`src/rtl/pb_press_ctrl_if.sv`:
```
// Push-button front-end bus.
// Groups the raw button pin and the three debounced results into one bundle.
//   PB      : raw push button, asynchronous, active-low (0 = pressed)
//   pressed : one-clock pulse when a press is accepted
//   held    : one-clock pulse when a press has lasted the long-hold time
//   down    : debounced level, 1 = button pressed
// master : the side that owns the pin and consumes the results (board / bench)
// slave  : the debouncer itself
interface pb_press_ctrl_if;
  logic PB;
  logic pressed;
  logic held;
  logic down;

  modport master (output PB, input pressed, input held, input down);
  modport slave  (input PB, output pressed, output held, output down);
endinterface

```
`src/rtl/pb_press_ctrl.sv`:
```
// Press-side front end for the operator push button.
// Synchronises the raw active-low PB pin through two flops, debounces both
// edges with a cycle counter, and produces:
//   pressed : one-clock pulse once a press has been stable for DEB_CYCLES
//   held    : one-clock pulse after HOLD_CYCLES spent in the pressed state
//             (at most once per press)
//   down    : debounced level, 1 while the button is considered pressed
// Ports:
//   clk    : system clock, rising edge
//   rst_n  : asynchronous active-low reset
//   pb_if  : slave side of pb_press_ctrl_if (PB in; pressed/held/down out)
// All outputs come straight from flops; PB has no combinational path out.
module pb_press_ctrl #(
  parameter int unsigned DEB_CYCLES  = 500_000,
  parameter int unsigned HOLD_CYCLES = 50_000_000,
  parameter int unsigned CNT_W       = 26
) (
  input  logic            clk,
  input  logic            rst_n,
  pb_press_ctrl_if.slave  pb_if
);

  localparam logic [CNT_W-1:0] DEB_LAST  = CNT_W'(DEB_CYCLES - 1);
  localparam logic [CNT_W-1:0] HOLD_LAST = CNT_W'(HOLD_CYCLES - 1);
  localparam logic [CNT_W-1:0] CNT_ZERO  = {CNT_W{1'b0}};
  localparam logic [CNT_W-1:0] CNT_ONE   = {{(CNT_W-1){1'b0}}, 1'b1};

  typedef enum logic [2:0] {
    IDLE      = 3'd0,
    PRESS_DEB = 3'd1,
    DOWN      = 3'd2,
    HELD      = 3'd3,
    REL_DEB   = 3'd4
  } state_t;

  logic             q1_r;
  logic             q2_r;
  logic             pb_s;
  state_t           state_r;
  logic [CNT_W-1:0] cnt_r;        // press debounce, then hold count
  logic [CNT_W-1:0] rel_cnt_r;    // release debounce only
  logic             held_done_r;  // held already fired for this press
  logic             pressed_r;
  logic             held_r;
  logic             down_r;

  // Two-flop synchroniser; resets to 1 so reset reads as "not pressed".
  always_ff @(posedge clk or negedge rst_n) begin
    if (!rst_n) begin
      q1_r <= 1'b1;
      q2_r <= 1'b1;
    end else begin
      q1_r <= pb_if.PB;
      q2_r <= q1_r;
    end
  end

  assign pb_s = q2_r;

  // Debounce / hold FSM with registered pulse and level outputs.
  always_ff @(posedge clk or negedge rst_n) begin
    if (!rst_n) begin
      state_r     <= IDLE;
      cnt_r       <= CNT_ZERO;
      rel_cnt_r   <= CNT_ZERO;
      held_done_r <= 1'b0;
      pressed_r   <= 1'b0;
      held_r      <= 1'b0;
      down_r      <= 1'b0;
    end else begin
      pressed_r <= 1'b0;
      held_r    <= 1'b0;
      case (state_r)
        IDLE: begin
          if (!pb_s) begin
            state_r     <= PRESS_DEB;
            cnt_r       <= CNT_ZERO;
            held_done_r <= 1'b0;
          end else begin
            state_r <= IDLE;
          end
        end
        PRESS_DEB: begin
          if (pb_s) begin
            state_r <= IDLE;
          end else if (cnt_r == DEB_LAST) begin
            state_r   <= DOWN;
            cnt_r     <= CNT_ZERO;
            pressed_r <= 1'b1;
            down_r    <= 1'b1;
          end else begin
            cnt_r <= cnt_r + CNT_ONE;
          end
        end
        DOWN: begin
          // A release sample takes priority over the hold terminal count.
          if (pb_s) begin
            state_r   <= REL_DEB;
            rel_cnt_r <= CNT_ZERO;
          end else if (cnt_r == HOLD_LAST) begin
            state_r     <= HELD;
            held_r      <= 1'b1;
            held_done_r <= 1'b1;
          end else begin
            cnt_r <= cnt_r + CNT_ONE;
          end
        end
        HELD: begin
          if (pb_s) begin
            state_r   <= REL_DEB;
            rel_cnt_r <= CNT_ZERO;
          end else begin
            state_r <= HELD;
          end
        end
        REL_DEB: begin
          // Bounce back to the pressed state keeps the frozen hold count.
          if (!pb_s) begin
            state_r <= held_done_r ? HELD : DOWN;
          end else if (rel_cnt_r == DEB_LAST) begin
            state_r <= IDLE;
            down_r  <= 1'b0;
          end else begin
            rel_cnt_r <= rel_cnt_r + CNT_ONE;
          end
        end
        default: begin
          state_r     <= IDLE;
          cnt_r       <= CNT_ZERO;
          rel_cnt_r   <= CNT_ZERO;
          held_done_r <= 1'b0;
          down_r      <= 1'b0;
        end
      endcase
    end
  end

  assign pb_if.pressed = pressed_r;
  assign pb_if.held    = held_r;
  assign pb_if.down    = down_r;

endmodule

```
`src/flat_wrapper.sv`:
```
// flat-port wrapper written by rule: the top's interface ports become plain ports
module pb_press_ctrl_flat 
#(
  parameter int unsigned DEB_CYCLES  = 500_000,
  parameter int unsigned HOLD_CYCLES = 50_000_000,
  parameter int unsigned CNT_W       = 26
)
  (clk, rst_n, pb_if_PB, pb_if_pressed, pb_if_held, pb_if_down);
  pb_press_ctrl_if pb_if_i ();
  input  logic clk;
  input  logic rst_n;
  input wire logic [$bits(pb_if_i.PB)-1:0] pb_if_PB;
  output wire logic [$bits(pb_if_i.pressed)-1:0] pb_if_pressed;
  output wire logic [$bits(pb_if_i.held)-1:0] pb_if_held;
  output wire logic [$bits(pb_if_i.down)-1:0] pb_if_down;
  assign pb_if_i.PB = pb_if_PB;
  assign pb_if_pressed = pb_if_i.pressed;
  assign pb_if_held = pb_if_i.held;
  assign pb_if_down = pb_if_i.down;
  pb_press_ctrl #(.DEB_CYCLES(DEB_CYCLES), .HOLD_CYCLES(HOLD_CYCLES), .CNT_W(CNT_W)) u_core (.clk(clk), .rst_n(rst_n), .pb_if(pb_if_i));
endmodule
```
`config.mk`:
```
export PLATFORM = sky130hd
export DESIGN_NAME = pb_press_ctrl_flat
export DESIGN_NICKNAME = d
export VERILOG_FILES = /design/src/rtl/pb_press_ctrl_if.sv /design/src/rtl/pb_press_ctrl.sv /design/src/flat_wrapper.sv
export SDC_FILE = /design/constraint.sdc
export NUM_CORES = 1
export LEC_CHECK = 0
export BUFFER_PORTS_ARGS = -buffer_cell sky130_fd_sc_hd__buf_2
export CORE_ASPECT_RATIO = 0.6
export CORE_UTILIZATION = 60
export CTS_BUF_LIST = sky130_fd_sc_hd__clkbuf_4
export DETAILED_ROUTE_END_ITERATION = 8
export PLACE_DENSITY = 0.77
export SLEW_MARGIN = 40
export SYNTH_ARGS = -nofsm -noshare
export SYNTH_HDL_FRONTEND = slang
export SYNTH_SLANG_ARGS = --single-unit
export TNS_END_PERCENT = 30
```
`constraint.sdc`:
```
create_clock -name clk -period 5.5 [get_ports clk]
set_clock_uncertainty 0.15 [all_clocks]
set_input_delay 1.1 -clock clk [delete_from_list [all_inputs] [get_ports clk]]
set_output_delay 1.1 -clock clk [all_outputs]
set_load 0.01 [all_outputs]
```
==> flow_metrics.env <==
export IMPL_cts_clock_pin_slew_for_the_worst_setup_and_hold_paths_ns=0.11
export IMPL_grt_pass1_vias=2527
export IMPL_p_per_area_mw_per_mm2=225
export IMPL_async_reset_ff_share_pct=100
export IMPL_cts_made_buffers=9
export IMPL_drt_pass1_iterations=4
export IMPL_hold_path_class="reg2reg"
export IMPL_ys_warnings_count=0
export IMPL_slew_headroom_pct=49.2
export IMPL_grt_first_pass_wirelength_um=13000
export IMPL_share_of_the_yosys_chip_area_belonging_to_registers_pct=44.2
export IMPL_max_cap_viol_count=0
export IMPL_numPlacedInstances=447
export IMPL_power_frac_comb_pct=5.3
export IMPL_final_hold_viol_count=0
export IMPL_antenna_cells_inserted=0
export IMPL_row_count=20
export IMPL_p_int_uw=615
export IMPL_synth_adder_area_share_pct=0.723
export IMPL_cp_arrival_ns=2.88
export IMPL_finalNetCount=386
export IMPL_cts_repair_resized=0
export IMPL_crit_type="reg2reg"
export IMPL_clk_path_buf_depth=2
export IMPL_routed_via_density=6.59
export IMPL_overall_die_height_um=60.8
export IMPL_post_route_min_period_ns=2.68
export IMPL_share_of_post_route_cells_with_drive_strength_above_1_pct=10.1
export IMPL_multi_input_area_sq_mm=0.00181
export IMPL_postCtsHoldBufs=0
export IMPL_drcViolationCount=0
export IMPL_cp_data_required_time_ns=5.70
export IMPL_h_tree_depth=3
export IMPL_setup_slack_ns=2.82
export IMPL_gp_congestion=1.00
export IMPL_grt_antenna_before_repair=0
export IMPL_netlist_top_cells_area="sky130_fd_sc_hd__dfrtp_1, sky130_fd_sc_hd__nor2_1, sky130_fd_sc_hd__nand3_1"
export IMPL_syn_area_sq_mm=0.00346
export IMPL_grt_overflow_total=0
export IMPL_clock_group_share_of_total_power_pct=38.2
export IMPL_final_max_slew_viol_count=0
export IMPL_floorplan_die_area_sq_mm=0.00609
export IMPL_timing_worst_slew_pin_value_ns=0.759
export IMPL_synth_largest_area_cell="sky130_fd_sc_hd__dfrtp_1"
export IMPL_grt_total_usage_pct=29.0
export IMPL_synth_edff_count=0
export IMPL_port_buffers=5
export IMPL_post_synth_inst_count=381
export IMPL_rsz_0062_raised_after_global_routing="no"
export IMPL_place_detailed_hpwl_um=5650
export IMPL_report_final_setup_viol=0
export IMPL_synth_seq_cells=61
export IMPL_detailroute_via_count=3052
export IMPL_synth_largest_type_area_fraction_pct=42.7
export IMPL_irDropWorstVdd_mv=0.149
export IMPL_clockRootBuffer="sky130_fd_sc_hd__clkbuf_4"
export IMPL_layout_area_seq_sq_mm=0.00153
export IMPL_netSwitchingFraction_pct=25.5
export IMPL_wl_per_cell_um=17.3
export IMPL_remaining_antenna_violation_count=0
export IMPL_p_seq_share_pct=56.5
export IMPL_synth_simple_area_share_pct=29.3
export IMPL_layoutNonFillerInstCount=463
export IMPL_post_cts_setup_buffer_count=0
export IMPL_tritoncts="done"
export IMPL_die_width_um=100
export IMPL_critical_path_max_fanout=20
export IMPL_top_ff_cell_synth="sky130_fd_sc_hd__dfrtp_1"
export IMPL_postSynthNetCount=386
export IMPL_yosys_cell_types_count=52
export IMPL_synth_top_family_by_area="simple AND/OR/NAND/NOR gates"
export IMPL_routed_wl_um=8020
export IMPL_io_pins=6
export IMPL_post_synthesis_mean_instance_area_sq_um=9.08
export IMPL_critical_path_capture_point_type="flip-flop"
export IMPL_floorplan_core_area_sq_mm=0.00531
export IMPL_synthesized_area_fraction_occupied_by_ao_oa_aoi_and_oai_cells_pct=16.6
export IMPL_finalSetupTns_ns=0
export IMPL_power_leakage_uw=0.00148
export IMPL_initial_core_util_pct=65.2
export IMPL_outcome="finished clean"
export IMPL_cts_sinks=61
export IMPL_grt_start_max_net_pins=62
export IMPL_timing_limited_maximum_frequency_mhz=373
export IMPL_layout_area_growth_over_synthesis_pct=5.75
export IMPL_fill_cells=416
export IMPL_layout_worst_path_cycle_share_pct=48.8
export IMPL_total_switching_power_uw=210
export IMPL_place_worst_setup_slack_ns=2.88
export IMPL_synth_xor_xnor_area_share_pct=5.31
export IMPL_insertion_delay_ns=0.43
export IMPL_critical_path_source_type="flip-flop"
export IMPL_drt_initial_drc_count=338
export IMPL_synth_area_mux_share_pct=0.325
final cells by class:
class,instances,area share [%]
clock buffers,11,2.26
well taps,77,2.63
multi-input cells,290,49.5
inverters,12,1.23
repair buffers,7,1.20
flip-flops and latches,61,41.8
clock inverters,5,1.40
cells in the mapped netlist, types with 11 or more instances:
cell                       instances
sky130_fd_sc_hd__nor2_1           35
sky130_fd_sc_hd__nand4_1          13
sky130_fd_sc_hd__nand3_1          25
sky130_fd_sc_hd__or3_1            14
sky130_fd_sc_hd__nand2_1          24
sky130_fd_sc_hd__a21oi_1          20
sky130_fd_sc_hd__inv_1            12
sky130_fd_sc_hd__nor4_1           11
sky130_fd_sc_hd__xnor2_1          14
sky130_fd_sc_hd__dfrtp_1          59
sky130_fd_sc_hd__clkbuf_1         11
sky130_fd_sc_hd__nor3_1           13
sky130_fd_sc_hd__o21ai_0          15
flip-flops by register name, summed over array words and instances, names as in the netlist:
| name | count |
|---|---|
| u_core.cnt_r | 26 |
| u_core.rel_cnt_r | 26 |
| u_core.state_r | 3 |
| u_core.held_done_r | 1 |
| u_core.pb_if.down | 1 |
| u_core.pb_if.held | 1 |
| u_core.pb_if.pressed | 1 |
| u_core.pb_s | 1 |
| u_core.q1_r | 1 |
final timing paths:
check	startpoint	endpoint	slack, ns	cells after the start
setup / recovery	u_core.state_r[2]	u_core.rel_cnt_r[19]	2.82	5
hold reg to reg	u_core.q1_r	u_core.pb_s	0.21	0
max in group asynchronous	rst_n	u_core.q1_r	4.23	2
hold / removal	u_core.q1_r	u_core.pb_s	0.21	0
setup reg to reg	u_core.state_r[2]	u_core.rel_cnt_r[19]	2.82	5
min in group asynchronous	rst_n	u_core.rel_cnt_r[7]	0.58	2
cell families (layout without fill, tap and decap cells):
family / count (synthesis) / in the layout
AOI/OAI and AO/OA: 84 / 84
xor gates and xnor gates: 21 / 21
and+or+nand+nor: 182 / 182
muxes: 1 / 1
adders and majority gates: 2 / 2
buffers and inverters: 30 / 35
DFF: 61 / 61
worst max-delay path: stages (launching register included):
cell and delay, ns:
sky130_fd_sc_hd__dfrtp_1 0.71, sky130_fd_sc_hd__or2_2 0.28, sky130_fd_sc_hd__o211ai_1 0.14, sky130_fd_sc_hd__or4_1 0.74
sky130_fd_sc_hd__or3_1 0.42, sky130_fd_sc_hd__a21oi_1 0.16
metrics by stage:
| stage | cell area, sq um | hold WS (ns) | utilization (%) | total power [uW] |
|---|---|---|---|---|
| finish | 3660 | 0.211 | 69.0 | 824 |
| global placement | 3520 | 0.197 | 66.3 | 517 |
| CTS | 3660 | 0.212 | 68.9 | 831 |
| global route | 3660 | 0.222 | 69.0 | 855 |
| detailed placement | 3520 | 0.197 | 66.4 | 518 |
| floorplan | 3460 | 0.195 | - | 500 |
power by group through the flow:
stage	Sequential (uW)	Combinational, uW	Clock [uW]
floorplan	468	31.4	0
global placement	474	43.5	0
detailed placement	474	43.9	0
CTS	465	44.1	322
global route	467	49.9	338
finish	466	43.9	315
routing by layer:
layer  share of wire (%)  up-vias  track usage, %
li1                    -     1439               -
met1                  53     1470            46.6
met2                  37      133            36.2
met3                 9.1       10            8.41
met4                 1.2        0            8.90
met5                   0        -               0
cell usage in the layout, fill, tap and decap left out, drive strengths merged, types with 2 or more instances in the layout:
master,n
dfrtp,59
nor2,35
nand3,26
nand2,24
a21oi,20
o21ai,15
or3,15
xnor2,14
nand4,13
nor3,13
inv,12
nor4,11
clkbuf,11
or4,8
nor4b,7
xor2,7
o211ai,7
o31ai,7
buf,7
o21a,6
and3,6
and4,5
a22o,5
nand2b,4
a21o,4
o41ai,4
and2,4
or2,4
nor4bb,3
o31a,3
clkinv,3
nor2b,2
a211oi,2
o211a,2
o21ba,2
o2111ai,2
o311ai,2
ha,2
dfstp,2
(Power assumes the default switching activity.)
